===== config.mk =====
export PLATFORM = sky130hd
export DESIGN_NAME = moore_seq_controller
export DESIGN_NICKNAME = d
export VERILOG_FILES = /design/src/rtl/moore_seq_pkg.sv /design/src/rtl/moore_seq_bitgen.sv /design/src/rtl/moore_seq_controller.sv
export SDC_FILE = /design/constraint.sdc
export NUM_CORES = 1
export LEC_CHECK = 0
export CORE_UTILIZATION = 47
export DETAILED_ROUTE_END_ITERATION = 10
export PLACE_DENSITY_LB_ADDON = 0.15
export SLEW_MARGIN = 20
export SYNTH_ARGS = -nofsm -noshare
export SYNTH_HDL_FRONTEND = slang
export SYNTH_SLANG_ARGS = --single-unit

===== constraint.sdc =====
create_clock -name clock -period 2.2 [get_ports clock]
set_input_delay 0.44 -clock clock [delete_from_list [all_inputs] [get_ports clock]]
set_output_delay 0.44 -clock clock [all_outputs]
set_load 0.02 [all_outputs]

===== src/rtl/moore_seq_pkg.sv =====
// Shared types for the Moore FSM sequencing controller.
// Controller state encoding and the 2-bit FSM state constants.
package moore_seq_pkg;

    typedef enum logic [2:0] {
        IDLE,
        LOAD,
        SHIFT,
        DRAIN,
        DONE
    } ctrl_state_t;

    localparam logic [1:0] S0 = 2'b00;
    localparam logic [1:0] S1 = 2'b01;
    localparam logic [1:0] S2 = 2'b10;
    localparam logic [1:0] S3 = 2'b11;

endpackage


===== src/rtl/moore_seq_bitgen.sv =====
// Pattern shift register and bit counter for the sequencing controller.
// Ports: clock, reset; load latches pattern; clear/step drive the bit
// counter; shift moves the register left; msb, first_bit, last_bit out.
module moore_seq_bitgen #(
    parameter int PAT_W = 8
) (
    input  logic             clock,
    input  logic             reset,
    input  logic             load,
    input  logic [PAT_W-1:0] pattern,
    input  logic             clear,
    input  logic             shift,
    input  logic             step,
    output logic             msb,
    output logic             first_bit,
    output logic             last_bit
);

    localparam int BW = $clog2(PAT_W);
    localparam logic [BW-1:0] LAST = BW'(PAT_W - 1);

    logic [PAT_W-1:0] sr;
    logic [BW-1:0]    cnt;

    always_ff @(posedge clock) begin
        if (reset) begin
            sr <= '0;
        end else if (load) begin
            sr <= pattern;
        end else if (shift) begin
            sr <= {sr[PAT_W-2:0], 1'b0};
        end
    end

    always_ff @(posedge clock) begin
        if (reset || load || clear) begin
            cnt <= '0;
        end else if (step) begin
            cnt <= cnt + 1'b1;
        end
    end

    assign msb       = sr[PAT_W-1];
    assign first_bit = (cnt == '0);
    assign last_bit  = (cnt == LAST);

endmodule


===== src/rtl/moore_seq_controller.sv =====
// Drives a latched pattern MSB-first into a 2-bit Moore FSM and reports
// the final FSM state and the number of post-bit samples equal to S3.
// Ports: clock, reset (sync, active-high), start, pattern -> busy, done,
// final_state, s3_count, fsm_reset_n, x_out; y_in is the FSM state.
// Build option MOORE_SEQ_HITCOUNT_EN: builds the S3 hit counter;
// when undefined s3_count is tied to zero.
module moore_seq_controller
    import moore_seq_pkg::*;
#(
    parameter int PAT_W = 8,
    parameter int CNT_W = $clog2(PAT_W + 1)
) (
    input  logic             clock,
    input  logic             reset,
    input  logic             start,
    input  logic [PAT_W-1:0] pattern,
    output logic             busy,
    output logic             done,
    output logic [1:0]       final_state,
    output logic [CNT_W-1:0] s3_count,
    output logic             fsm_reset_n,
    output logic             x_out,
    input  logic [1:0]       y_in
);

    ctrl_state_t state;
    ctrl_state_t next_state;

    logic accept;
    logic shift_en;
    logic step_en;
    logic msb;
    logic first_bit;
    logic last_bit;

    moore_seq_bitgen #(
        .PAT_W(PAT_W)
    ) u_bitgen (
        .clock    (clock),
        .reset    (reset),
        .load     (accept),
        .pattern  (pattern),
        .clear    (state == LOAD),
        .shift    (shift_en),
        .step     (step_en),
        .msb      (msb),
        .first_bit(first_bit),
        .last_bit (last_bit)
    );

    always_ff @(posedge clock) begin
        if (reset) begin
            state <= IDLE;
        end else begin
            state <= next_state;
        end
    end

    always_comb begin
        next_state = state;
        unique case (state)
            IDLE:    if (start) next_state = LOAD;
            LOAD:    next_state = SHIFT;
            SHIFT:   if (last_bit) next_state = DRAIN;
            DRAIN:   next_state = DONE;
            DONE:    next_state = IDLE;
            default: next_state = IDLE;
        endcase
    end

    // x_out is registered, so the register shifts on every edge that
    // enters a SHIFT cycle: the LOAD edge presents the MSB.
    always_comb begin
        busy     = (state == LOAD) || (state == SHIFT) || (state == DRAIN);
        done     = (state == DONE);
        accept   = (state == IDLE) && start;
        shift_en = (state == LOAD) || ((state == SHIFT) && !last_bit);
        step_en  = (state == SHIFT) && !last_bit;
    end

    always_ff @(posedge clock) begin
        if (reset) begin
            x_out       <= 1'b0;
            fsm_reset_n <= 1'b0;
            final_state <= S0;
        end else begin
            x_out       <= shift_en ? msb : 1'b0;
            fsm_reset_n <= (next_state != LOAD);
            if (state == DRAIN) begin
                final_state <= y_in;
            end
        end
    end

`ifdef MOORE_SEQ_HITCOUNT_EN
    // y_in lags x_out by one cycle, so the first SHIFT cycle still shows
    // the post-reset S0 and is skipped; DRAIN supplies the last sample.
    logic             sample;
    logic [CNT_W-1:0] hits;

    assign sample = ((state == SHIFT) && !first_bit) || (state == DRAIN);

    always_ff @(posedge clock) begin
        if (reset || accept) begin
            hits <= '0;
        end else if (sample && (y_in == S3)) begin
            hits <= hits + 1'b1;
        end
    end

    assign s3_count = hits;
`else
    logic unused_first_bit;
    assign unused_first_bit = first_bit;
    assign s3_count = '0;
`endif

endmodule


==> summary.md, run 1 <==
The first-pass GRT wire length is 2570 µm, and the top achievable clock speed is 0.500 GHz. The largest single stage delay on the critical path is 0.59 ns. The number of global-route vias before repair came out at 608.

Tracing the worst setup path back leads to its startpoint at state[1]. The worst setup path is captured at an output port. The critical path's slowest cell is sky130_fd_sc_hd__clkdlybuf4s50_1. The floorplan step set the die height to 46.5 µm. The logs give 127 for the final standard cell count with taps included and fillers excluded and 13 for the violation count after the first detailed-routing iteration. The clock reaches the later pin of the worst-skew pair after 0.28 ns. The die span in x was 46.5 µm; the count of inserted antenna diode cells was 0. After synthesis, flip-flops and latches occupy 38.7% of the total area. The count of antenna-violating nets left after detailed routing is 0, and the maximum root-to-sink buffer count is 2. After routing the design area is 1100 µm². Half-perimeter wire length after placement: 1120 µm. Across the routed clock network, the largest skew measured is 0.00307 ns.

Data on the critical path arrives at its endpoint at 1.56 ns. Across all layers, the routed design uses 674 vias. The first-pass iteration count of the detailed router was 4.

Clock-pin slew was measured on the worst setup and hold paths at 0.10 ns. The total of max-cap violations came out at 0. The logs give 1780 µm² for the area of the core and 17 for the maximum number of pins on one net before global-route repair. The clock tree root buffer cell was sky130_fd_sc_hd__clkbuf_4. The run gives 26 as the number of library cell types mapped by synthesis. The peak fanout along the critical path works out to 9.

Launch instance of the worst register-to-register path: u_bitgen.cnt[0]. The total count of max-transition violations in the final report came out at 0. The origin of the worst min-delay path was u_bitgen.sr[7]. The depth of the CTS H-tree was 1; the residual DRC count was 0. The overflow left after global routing was 0; the via-per-instance ratio was 5.31. For this run, the share of the core covered by cells in the final layout is 61.7%. For the count of final hold-check violations, the log shows 0. The number of filler instances in the final layout is 159.

The pin slew with the least headroom to its limit was 0.663 ns. The number of antenna violations at the first check in global routing was 0; the layout cell share with drive strength beyond 1 was 15.7%. The floorplan has 15 rows. The run gives 0 as the number of warnings reported in the yosys synthesis log. The flow ran to the end, and the final reports show no timing, DRC or antenna violations.

The total number of clock tree sinks came out at 18. VDD sags by at most 453 µV. Area after detailed placement: 1070 µm². The netlist area before placement is 931 µm². The overall global routing resource usage is 16.5%, and the starting utilization of the core area is 52.2%. In this run the power density over the cells is 655 nW/µm².

In this run the static leakage power is 0.000418 µW. The count of mapped cells out of synthesis was 88; the sum of negative setup slack was 0 ns. The run gives 23 as the number of top-level pins. The synthesized flop and latch total is 18, and the full die area is 2160 µm².

Data on the critical path is required at its endpoint by 1.76 ns. The startpoint kind of the worst setup timing path was a flip-flop. The number of setup buffers added after CTS was 0; the remaining max-slew budget at the tightest pin was 55.7%. Setup repair after global routing left no endpoint under its margin. The count of placed standard cells including taps came out at 124. TritonCTS built the clock tree.

The average instance area after synthesis was 10.6 µm²; the proportion of synthesized flip-flops having asynchronous set or reset was 0%. The worst setup path is of the flip-flop to output port kind. Relative to the synthesized area, the layout overhead comes to 18.1%. The last weighted congestion value of the routability-driven placer was 0.761; the number of enable-type register cells in the synthesized netlist was 0. Wire length reported by the detailed router: 1600 µm. The signal on the critical path passes through nor2_1 -> and2_1 -> clkdlybuf4s50_1. After detailed routing, the average wire length per cell comes to 12.6 µm. Input and output buffers added on the ports amount to 18. The number of failing setup endpoints in the final timing report came out at 0. After layout, the worst path uses 91.0% of the clock period.

Counting the buffers created by CTS gives 3. For the final net count, the log shows 119. The worst path needs 2.00 ns of the cycle, external delays included. Primary flip-flop cell chosen by synthesis mapping: sky130_fd_sc_hd__dfxtp_1. The path class of the tightest hold or removal check is flip-flop to flip-flop.
==> placed cells by master (no fill, tap or decap) <==
cell type,synthesis,layout
sky130_fd_sc_hd__dfxtp_2,0,3
sky130_fd_sc_hd__a211oi_1,10,10
sky130_fd_sc_hd__or2_1,1,1
sky130_fd_sc_hd__xnor2_1,2,2
sky130_fd_sc_hd__clkdlybuf4s50_1,0,18
sky130_fd_sc_hd__nor2_1,9,9
sky130_fd_sc_hd__nor3_1,2,2
sky130_fd_sc_hd__nor4b_4,2,2
sky130_fd_sc_hd__ha_1,2,2
sky130_fd_sc_hd__nor4_1,1,1
sky130_fd_sc_hd__a21oi_1,1,1
sky130_fd_sc_hd__inv_1,1,1
sky130_fd_sc_hd__a21o_1,1,1
sky130_fd_sc_hd__mux2i_1,13,13
sky130_fd_sc_hd__a21o_2,1,1
sky130_fd_sc_hd__a211oi_2,4,4
sky130_fd_sc_hd__dfxtp_1,18,15
sky130_fd_sc_hd__nand3b_1,1,1
sky130_fd_sc_hd__nand2_1,2,2
sky130_fd_sc_hd__conb_1,1,4
sky130_fd_sc_hd__nor2_2,1,1
sky130_fd_sc_hd__nor4b_1,1,1
sky130_fd_sc_hd__and2_1,1,1
sky130_fd_sc_hd__clkbuf_4,0,3
sky130_fd_sc_hd__a211o_1,1,1
sky130_fd_sc_hd__buf_4,5,2
==> critical path, delay by kind of cell, from the launching register on <==
kind | cells | cell delay, ns
buffers and inverters | 1 | 0.59
flip-flops | 1 | 0.40
AND/OR/NAND/NOR | 2 | 0.29
==> stage by stage <==
step	power [µW]	hold slack, ns	setup WS [ns]
finish	721	0.495	0.199
global route	759	0.519	0.116
CTS	726	0.497	0.0331
detailed placement	572	0.483	0.302
global placement	567	0.479	0.346
floorplan	533	0.463	0.662
==> state kept, by name (all words and copies together) (netlist names) <==
signal and flops:
state 3, u_bitgen.sr 8, x_out 1, fsm_reset_n 1
u_bitgen.cnt 3, final_state 2
==> repair_timing <==
item | 4_1_cts | 5_1_grt
setup endpoints to repair | 0 | 2
hold buffers | 0 | 0
endpoints found under the hold margin | 0 | 0
resized for setup | 0 | 3
==> final cells by class <==
cell class	instances	area, µm²	share of cell area [%]
multi-input combinational	60	483	43.9
sequential	18	364	33.1
timing repair buffer	20	195	17.7
tap	25	31.3	2.84
clock buffer	3	22.5	2.05
inverter	1	3.75	0.341
==> logic make-up after synthesis <==
kind of cell | after synthesis | share of synthesized area (%)
and+or+nand+nor | 21 | 15.1
AOI/OAI and AO/OA | 18 | 16.7
DFF | 18 | 38.7
muxes | 13 | 14.0
buffers and inverters | 13 | 10.6
adders and majority gates | 2 | 2.69
xor gates and xnor gates | 2 | 1.88
other | 1 | 0.403
==> path summary, 6_finish.rpt <==
| check | to | slack, ns | cells after the start |
|---|---|---|---|
| worst min-delay path | x_out | 0.49 | 1 |
| worst max-delay path | done | 0.20 | 3 |
| worst min register to register | x_out | 0.49 | 1 |
| worst max register to register | u_bitgen.sr[2] | 0.37 | 6 |
==> power breakdown <==
group | leakage, µW | switching [µW] | total [µW] | internal [µW]
Sequential | 0.000149 | 25.5 | 381 | 355
Clock | 0.0000138 | 91.8 | 155 | 63.5
Combinational | 0.000255 | 89.2 | 185 | 95.3
==> routing by layer <==
metal  vias to the layer above  GRT usage, %  wire (µm)
li1                        339             -          -
met1                       314          21.4        804
met2                        19          27.5        718
met3                         2          2.75         72
met4                         0          5.29          6
met5                         -             0          0
==> cells in the mapped netlist (2+ instances only) <==
library cell | n | area (µm²)
sky130_fd_sc_hd__a211oi_2 | 4 | 50.1
sky130_fd_sc_hd__buf_4 | 5 | 37.5
sky130_fd_sc_hd__dfxtp_1 | 18 | 360
sky130_fd_sc_hd__xnor2_1 | 2 | 17.5
sky130_fd_sc_hd__clkbuf_1 | 2 | 7.51
sky130_fd_sc_hd__mux2i_1 | 13 | 130
sky130_fd_sc_hd__a211oi_1 | 10 | 75.1
sky130_fd_sc_hd__nor4b_4 | 2 | 47.6
sky130_fd_sc_hd__nor3_1 | 2 | 10.0
sky130_fd_sc_hd__buf_6 | 4 | 45.0
sky130_fd_sc_hd__nand2_1 | 2 | 7.51
sky130_fd_sc_hd__ha_1 | 2 | 25.0
sky130_fd_sc_hd__nor2_1 | 9 | 33.8
Note: power is estimated with default switching activity, not from simulation.
==> run 2, diff against run 1 <==
--- a/config.mk
+++ b/config.mk
@@ -5,8 +5,9 @@
 export SDC_FILE = /design/constraint.sdc
 export NUM_CORES = 1
 export LEC_CHECK = 0
-export CORE_UTILIZATION = 47
+export CORE_UTILIZATION = 55
 export DETAILED_ROUTE_END_ITERATION = 10
+export DONT_BUFFER_PORTS = 1
 export PLACE_DENSITY_LB_ADDON = 0.15
 export SLEW_MARGIN = 20
 export SYNTH_ARGS = -nofsm -noshare
==> summary.md, run 2 (same netlist as run 1, synthesis figures left out) <==
The flip-flop count of the largest register, all copies and words added was 8 (unchanged); the hold slack was 0.200 ns (-0.295 ns). The number of buffers inserted by port buffering was 0 (-18). For the sum of negative setup slack, the log shows 0 ns (unchanged). The half-perimeter wire length after placement came out at 1010 µm (-9.9%). Number of filler instances in the final layout: 131 (-18%). The placement row count was 14 (-1). The run finished with clean final reports. The portion of the clock cycle consumed by the worst path in the final layout is 78.6% (-12 points). The mean routed wirelength per cell came out at 14.5 µm (+15%). The first-pass GRT wire length was 2500 µm (-3.0%); the depth of the CTS H-tree was 1 (unchanged). The hold path depth was 1 (unchanged).

First-pass iteration count of the detailed router: 4 (unchanged). The tools report the area of the core as 1540 µm² (-14%). For the via count, the log shows 607 (-9.9%).

Launch instance of the worst register-to-register path: u_bitgen.cnt[0]. The final critical-path required period is 1.73 ns (-0.272 ns). The number of buffers inserted during clock tree synthesis was 3 (unchanged); the number of resized instances in the post-cts repair step was 0 (unchanged). The total of max-cap violations was 0 (unchanged); the peak supply drop was 353 µV (-22%). The number of setup buffers added after CTS came out at 0 (unchanged).

The total number of clock tree sinks is 18 (unchanged). Top achievable clock speed: 0.578 GHz (+16%). The static leakage was 0.000356 µW (-15%); the count of cells along the worst register-to-register path was 6 (unchanged). The number of failing setup endpoints in the final timing report was 0 (unchanged). The worst register-to-register path ends at u_bitgen.sr[6]. The largest register by flop count was u_bitgen.sr. The logs give 0.00500 ns (+0.00193 ns) for the setup skew after layout and 0 (unchanged) for the count of final hold-check violations. STA classifies the critical path startpoint as a flip-flop. The most critical setup path has its endpoint at busy. The peak fanout along the critical path came out at 10 (+1).

Worst setup slack for register-to-register paths: 0.53 ns (+0.16 ns). The run gives 17 (unchanged) as the maximum number of pins on one net before global-route repair. CTS placed an instance of sky130_fd_sc_hd__clkbuf_4 at the clock tree root.

The last weighted congestion value of the routability-driven placer is 0.711 (-6.6%), and the total count of max-transition violations in the final report is 0 (unchanged). The number of buffers added to fix hold violations after cts came out at 0 (unchanged). The via-per-instance ratio was 6.01 (+13%); the arrival time of the worst setup path was 1.29 ns (-0.27 ns). Relative to the synthesized area, the layout overhead comes to -1.34%. The run gives 101 (-15%) as the final net count. The tools report the critical path startpoint as state[0]. The run gives 0 (unchanged) as the overflow left after global routing.

The count of inserted antenna diode cells is 0 (unchanged), and the area after detailed placement is 882 µm² (-18%). The worst hold path belongs to the class input port to flip-flop. In the layout the commonest cells are sky130_fd_sc_hd__dfxtp_1 (18), sky130_fd_sc_hd__mux2i_1 (13), sky130_fd_sc_hd__a211oi_1 (10). The number of global-route vias before repair was 576 (-5.3%); the full die area was 1860 µm² (-14%). Setup repair after global routing left no endpoint under its margin. The tools report the worst path required time as 1.76 ns (about the same). Overall power: 723 µW (+0.37%).

The number of top-level pins came out at 23 (unchanged). The wire length reported by the detailed router is 1470 µm (-8.3%), and the power density over cell area is 788 nW/µm² (+20%). The run gives 17.7% (+1.2 points) as the overall global routing resource usage.

The worst setup path is of the flip-flop to output port kind. Post-route cell area: 918 µm² (-16%). In the final layout, the registers with the most flip-flops are u_bitgen.sr (8), state (3), u_bitgen.cnt (3). The vertical die dimension was 43.1 µm (-7.2%). TritonCTS built the clock tree. The die span in x came out at 43.1 µm (-7.2%). The violation count after the first detailed-routing iteration came out at 10 (-3). The number of antenna violations at the first check in global routing was 0 (unchanged); the maximum root-to-sink buffer count was 2 (unchanged).

The residual DRC count came out at 0 (unchanged). The library cell used most frequently in the layout, excluding fill and tap cells, is sky130_fd_sc_hd__dfxtp_1. The worst setup path is captured at an output port. The clock edge transition at the registers on the reported setup and hold paths was 0.10 ns (about the same). For the count of antenna-violating nets left after detailed routing, the log shows 0 (unchanged). For the clock latency on the worst-skew pair, the log shows 0.28 ns (about the same). The starting utilization of the core area was 60.4% (+8.2 points). The layout cell share with drive strength beyond 1 is 16.5% (+0.78 points).
run 2: cell types whose count changed in the layout (fill, tap and decap cells not counted), sizes merged:
cell / previous run / this run
clkbuf: 3 / 4
clkdlybuf4s50: 18 / 0
run 2: worst min-delay path by stage:
stage	to	slack, ns	startpoint
after floorplan	x_out	0.46	u_bitgen.sr[7]
after global placement	x_out	0.48	u_bitgen.sr[7]
after detailed placement	x_out	0.48	u_bitgen.sr[7]
after CTS	u_bitgen.sr[2]	0.18	reset
after global routing	u_bitgen.sr[2]	0.17	reset
final	u_bitgen.sr[4]	0.20	reset
run 2: metrics by stage:
| step | util (%) | setup WS (ns) | std cells |
|---|---|---|---|
| finish | 59.6 | 0.471 | 101 |
| global route | 59.6 | 0.307 | 101 |
| CTS | 59.6 | 0.440 | 101 |
| detailed placement | 57.2 | 0.537 | 97 |
| global placement | 57.2 | 0.587 | 97 |
| floorplan | - | 0.662 | 91 |
run 2: area by class of cell:
class	instances	area [µm²]	area share [%]
clock buffers	4	36.3	3.95
inverters	1	3.75	0.409
repair buffers	2	15.0	1.63
flip-flops and latches	18	360	39.2
well taps	16	20.0	2.18
multi-input cells	60	483	52.6
run 2: power by group:
part	switching (µW)	internal, µW
Sequential	29.6	354
Combinational	73.3	67.3
Clock	98.0	101
run 2: worst max-delay path, cell delays in order, from the launching register on:
cell,delay [ns]
sky130_fd_sc_hd__dfxtp_1,0.60
sky130_fd_sc_hd__nor2_1,0.09
sky130_fd_sc_hd__nor2_1,0.31
run 2: metal layers:
layer | track usage, % | part of all wire, % | vias up
met5 | 0 | 0 | -
met4 | 7.27 | 0.88 | 0
met3 | 3.83 | 3.8 | 2
met2 | 25.7 | 44 | 16
met1 | 25.1 | 51 | 285
li1 | - | - | 304
==> run 3, diff against run 2 <==
==> constraint.sdc (replaced) <==
create_clock -name clock -period 1.7 [get_ports clock]
set_input_delay 0.34 -clock clock [delete_from_list [all_inputs] [get_ports clock]]
set_output_delay 0.34 -clock clock [all_outputs]
set_load 0.02 [all_outputs]
==> summary.md, run 3 (same netlist as run 1, synthesis figures left out) <==
The flow ran to the end, and the final reports show no timing, DRC or antenna violations. The total of max-cap violations is 0 (unchanged), and the arrival time of the worst setup path is 1.82 ns (+0.53 ns). The logs give 22.8% (-4.7 points) for the clock network fraction of design power and 7 (-3) for the violation count after the first detailed-routing iteration. The number of failing setup endpoints in the final timing report was 0 (unchanged); the combinational fraction of design power was 21.5% (+2.1 points). The count of inserted antenna diode cells is 0 (unchanged), and the overall power is 893 µW (+23%). The portion of the clock cycle consumed by the worst path in the final layout was 94.9%; the first-pass iteration count of the detailed router was 3 (-1). The via count was 592 (-2.5%). The run gives 0.09 ns (-0.44 ns) as the worst setup slack for register-to-register paths. The total buffers and inverters traversed by the critical path is 1 (+1), and the count of final hold-check violations is 0 (unchanged).

The mean routed wirelength per cell is 14.1 µm (-3.1%). The clock latency on the worst-skew pair is 0.28 ns (about the same). Last weighted congestion value of the routability-driven placer: 0.729 (+2.6%).

The launch instance of the worst register-to-register path was u_bitgen.cnt[0]. Kind of critical path: flip-flop to flip-flop. The run gives 256 µW (+28%) as the switching power. The run gives 363 µm² (+0.69%) as the sequential standard cell area.

Leaving out fill and tap cells, the most frequent cells in the layout are sky130_fd_sc_hd__dfxtp_1 (16), sky130_fd_sc_hd__mux2i_1 (13), sky130_fd_sc_hd__a211oi_1 (10). The tools report the static leakage as 0.000356 µW (about the same). For the top achievable clock speed, the log shows 0.620 GHz. Endpoint kind of the worst setup timing path: a flip-flop. The wire length reported by the detailed router is 1420 µm (-3.1%). The critical path goes through ha_1 -> ha_1 -> nor4b_4 -> buf_4 -> a211oi_1 -> a211oi_1. Total count of max-transition violations in the final report: 0 (unchanged). The run gives 0 (unchanged) as the overflow left after global routing.

The maximum number of pins on one net before global-route repair was 17 (unchanged); the number of buffers inserted during clock tree synthesis was 3 (unchanged). The depth of the CTS H-tree was 1 (unchanged); the number of filler instances in the final layout was 139 (+6.1%). The hold path depth came out at 1 (unchanged). The peak supply drop is 624 µV (+77%). Ranked by flip-flop count, first place goes to u_bitgen.sr. The vertical die dimension came out at 43.1 µm (unchanged). The starting utilization of the core area was 60.4% (unchanged). The worst path required time was 1.91 ns (+0.15 ns); the number of buffers inserted by port buffering was 0 (unchanged). TritonCTS built the clock tree. The critical path's slowest cell was sky130_fd_sc_hd__dfxtp_1. The worst stage delay on the critical path works out to 0.34 ns (-0.26 ns). The power density over cell area was 965 nW/µm² (+23%). The number of global-route vias before repair is 589 (+2.3%). The placement row count came out at 14 (unchanged). The clock period could shrink to 1.61 ns.

The flip-flop count of the largest register, all copies and words added was 8 (unchanged); the clock edge transition at the registers on the reported setup and hold paths was 0.10 ns (about the same). Setup repair after global routing could not meet its margin everywhere. Via-per-instance ratio: 5.86 (-2.5%).

The run gives 23 (unchanged) as the number of top-level pins. Count of placed standard cells including taps: 98 (+1.0%). STA classifies the critical path startpoint as a flip-flop.

For the final net count, the log shows 102 (+0.99%). Leaving out fill and tap cells, the most frequent cell in the layout is sky130_fd_sc_hd__dfxtp_1. The layout cell share with drive strength beyond 1 is 18.8% (+2.4 points), and the area of the core is 1540 µm² (unchanged).

The area growth from synthesis to layout is -0.672%. The first-pass GRT wire length came out at 2510 µm (+0.56%). The total number of clock tree sinks was 18 (unchanged); the count of cells along the worst register-to-register path was 6 (unchanged). For the setup skew after layout, the log shows 0.00667 ns (+0.00167 ns). Die span in x: 43.1 µm (unchanged). The maximum root-to-sink buffer count came out at 2 (unchanged).

Dominant delay contributor by cell family on the critical path: adder cells. The share of total power consumed by net switching was 28.7% (+0.95 points); the internal portion of total power was 636 µW (+22%). The tools report the full die area as 1860 µm² (unchanged). The count of antenna-violating nets left after detailed routing is 0 (unchanged). The total area of multi-input combinational cells is 489 µm² (+1.3%). The largest registers in the layout are u_bitgen.sr (8), state (3), u_bitgen.cnt (3).

The fraction of power consumed by sequential logic came out at 55.7% (+2.6 points). The worst hold path begins at reset. The worst hold path class is input port to flip-flop. The residual DRC count came out at 0 (unchanged). The final standard cell count with taps included and fillers excluded came out at 101 (unchanged). The tree is rooted in a sky130_fd_sc_hd__clkbuf_4. In this run the critical register-to-register path is captured at u_bitgen.sr[5]. For the overall global routing resource usage, the log shows 18.1% (+0.42 points). The tools report the critical path startpoint as u_bitgen.cnt[0]. End of the worst hold path: u_bitgen.sr[4]. The peak fanout along the critical path was 5 (-5). The number of antenna violations at the first check in global routing was 0 (unchanged); the half-perimeter wire length after placement was 1010 µm (+0.40%).

The sum of negative setup slack is 0 ns (unchanged).
## run 3: metal layers
metal	wire length, µm	vias up	GRT usage (%)
li1	-	304	-
met1	724	275	22.7
met2	647	11	28.4
met3	42	2	2.98
met4	9	0	11.5
met5	0	-	0
## run 3: worst max-delay path by stage
| stage | endpoint | slack (ns) | cells after the start |
|---|---|---|---|
| 2_1_floorplan | u_bitgen.cnt[1] | 0.16 | 6 |
| 3_3_place_gp | u_bitgen.sr[6] | 0.13 | 6 |
| 3_5_place_dp | u_bitgen.sr[5] | 0.08 | 6 |
| 4_1_cts | busy | 0.05 | 2 |
| 5_1_grt | u_bitgen.sr[5] | -0.006 | 6 |
| 6_report | u_bitgen.sr[5] | 0.09 | 6 |
## run 3: layout make-up
cell class	instances	area share (%)
Multi-Input combinational cell	60	52.9
Sequential cell	18	39.2
Timing Repair Buffer	3	2.84
Clock buffer	3	2.44
Tap cell	16	2.17
Inverter	1	0.406
## run 3: what timing repair did
item | 4_1_cts | 5_1_grt
buffers inserted | 0 | 0
resized for setup | 0 | 4
hold buffers | 0 | 0
hold endpoints to repair | 0 | 0
setup endpoints to repair | 0 | 2
## run 3: stage by stage
| step | area, µm² | worst slack [ns] | utilization [%] | hold WS (ns) |
|---|---|---|---|---|
| final | 925 | 0.0866 | 60.0 | 0.103 |
| after global routing | 925 | -0.00563 | 60.0 | 0.0740 |
| after CTS | 912 | 0.0492 | 59.2 | 0.0886 |
| after detailed placement | 890 | 0.0817 | 57.7 | 0.409 |
| after global placement | 890 | 0.134 | 57.7 | 0.408 |
| after floorplan | 942 | 0.162 | - | 0.463 |
## run 3: power by group through the flow
stage          Clock [µW]  Combinational (µW)  Sequential [µW]
2_1_floorplan           0                 204              486
3_3_place_gp            0                 185              506
3_5_place_dp            0                 187              506
4_1_cts               215                 188              496
5_1_grt               234                 211              503
6_report              204                 192              497
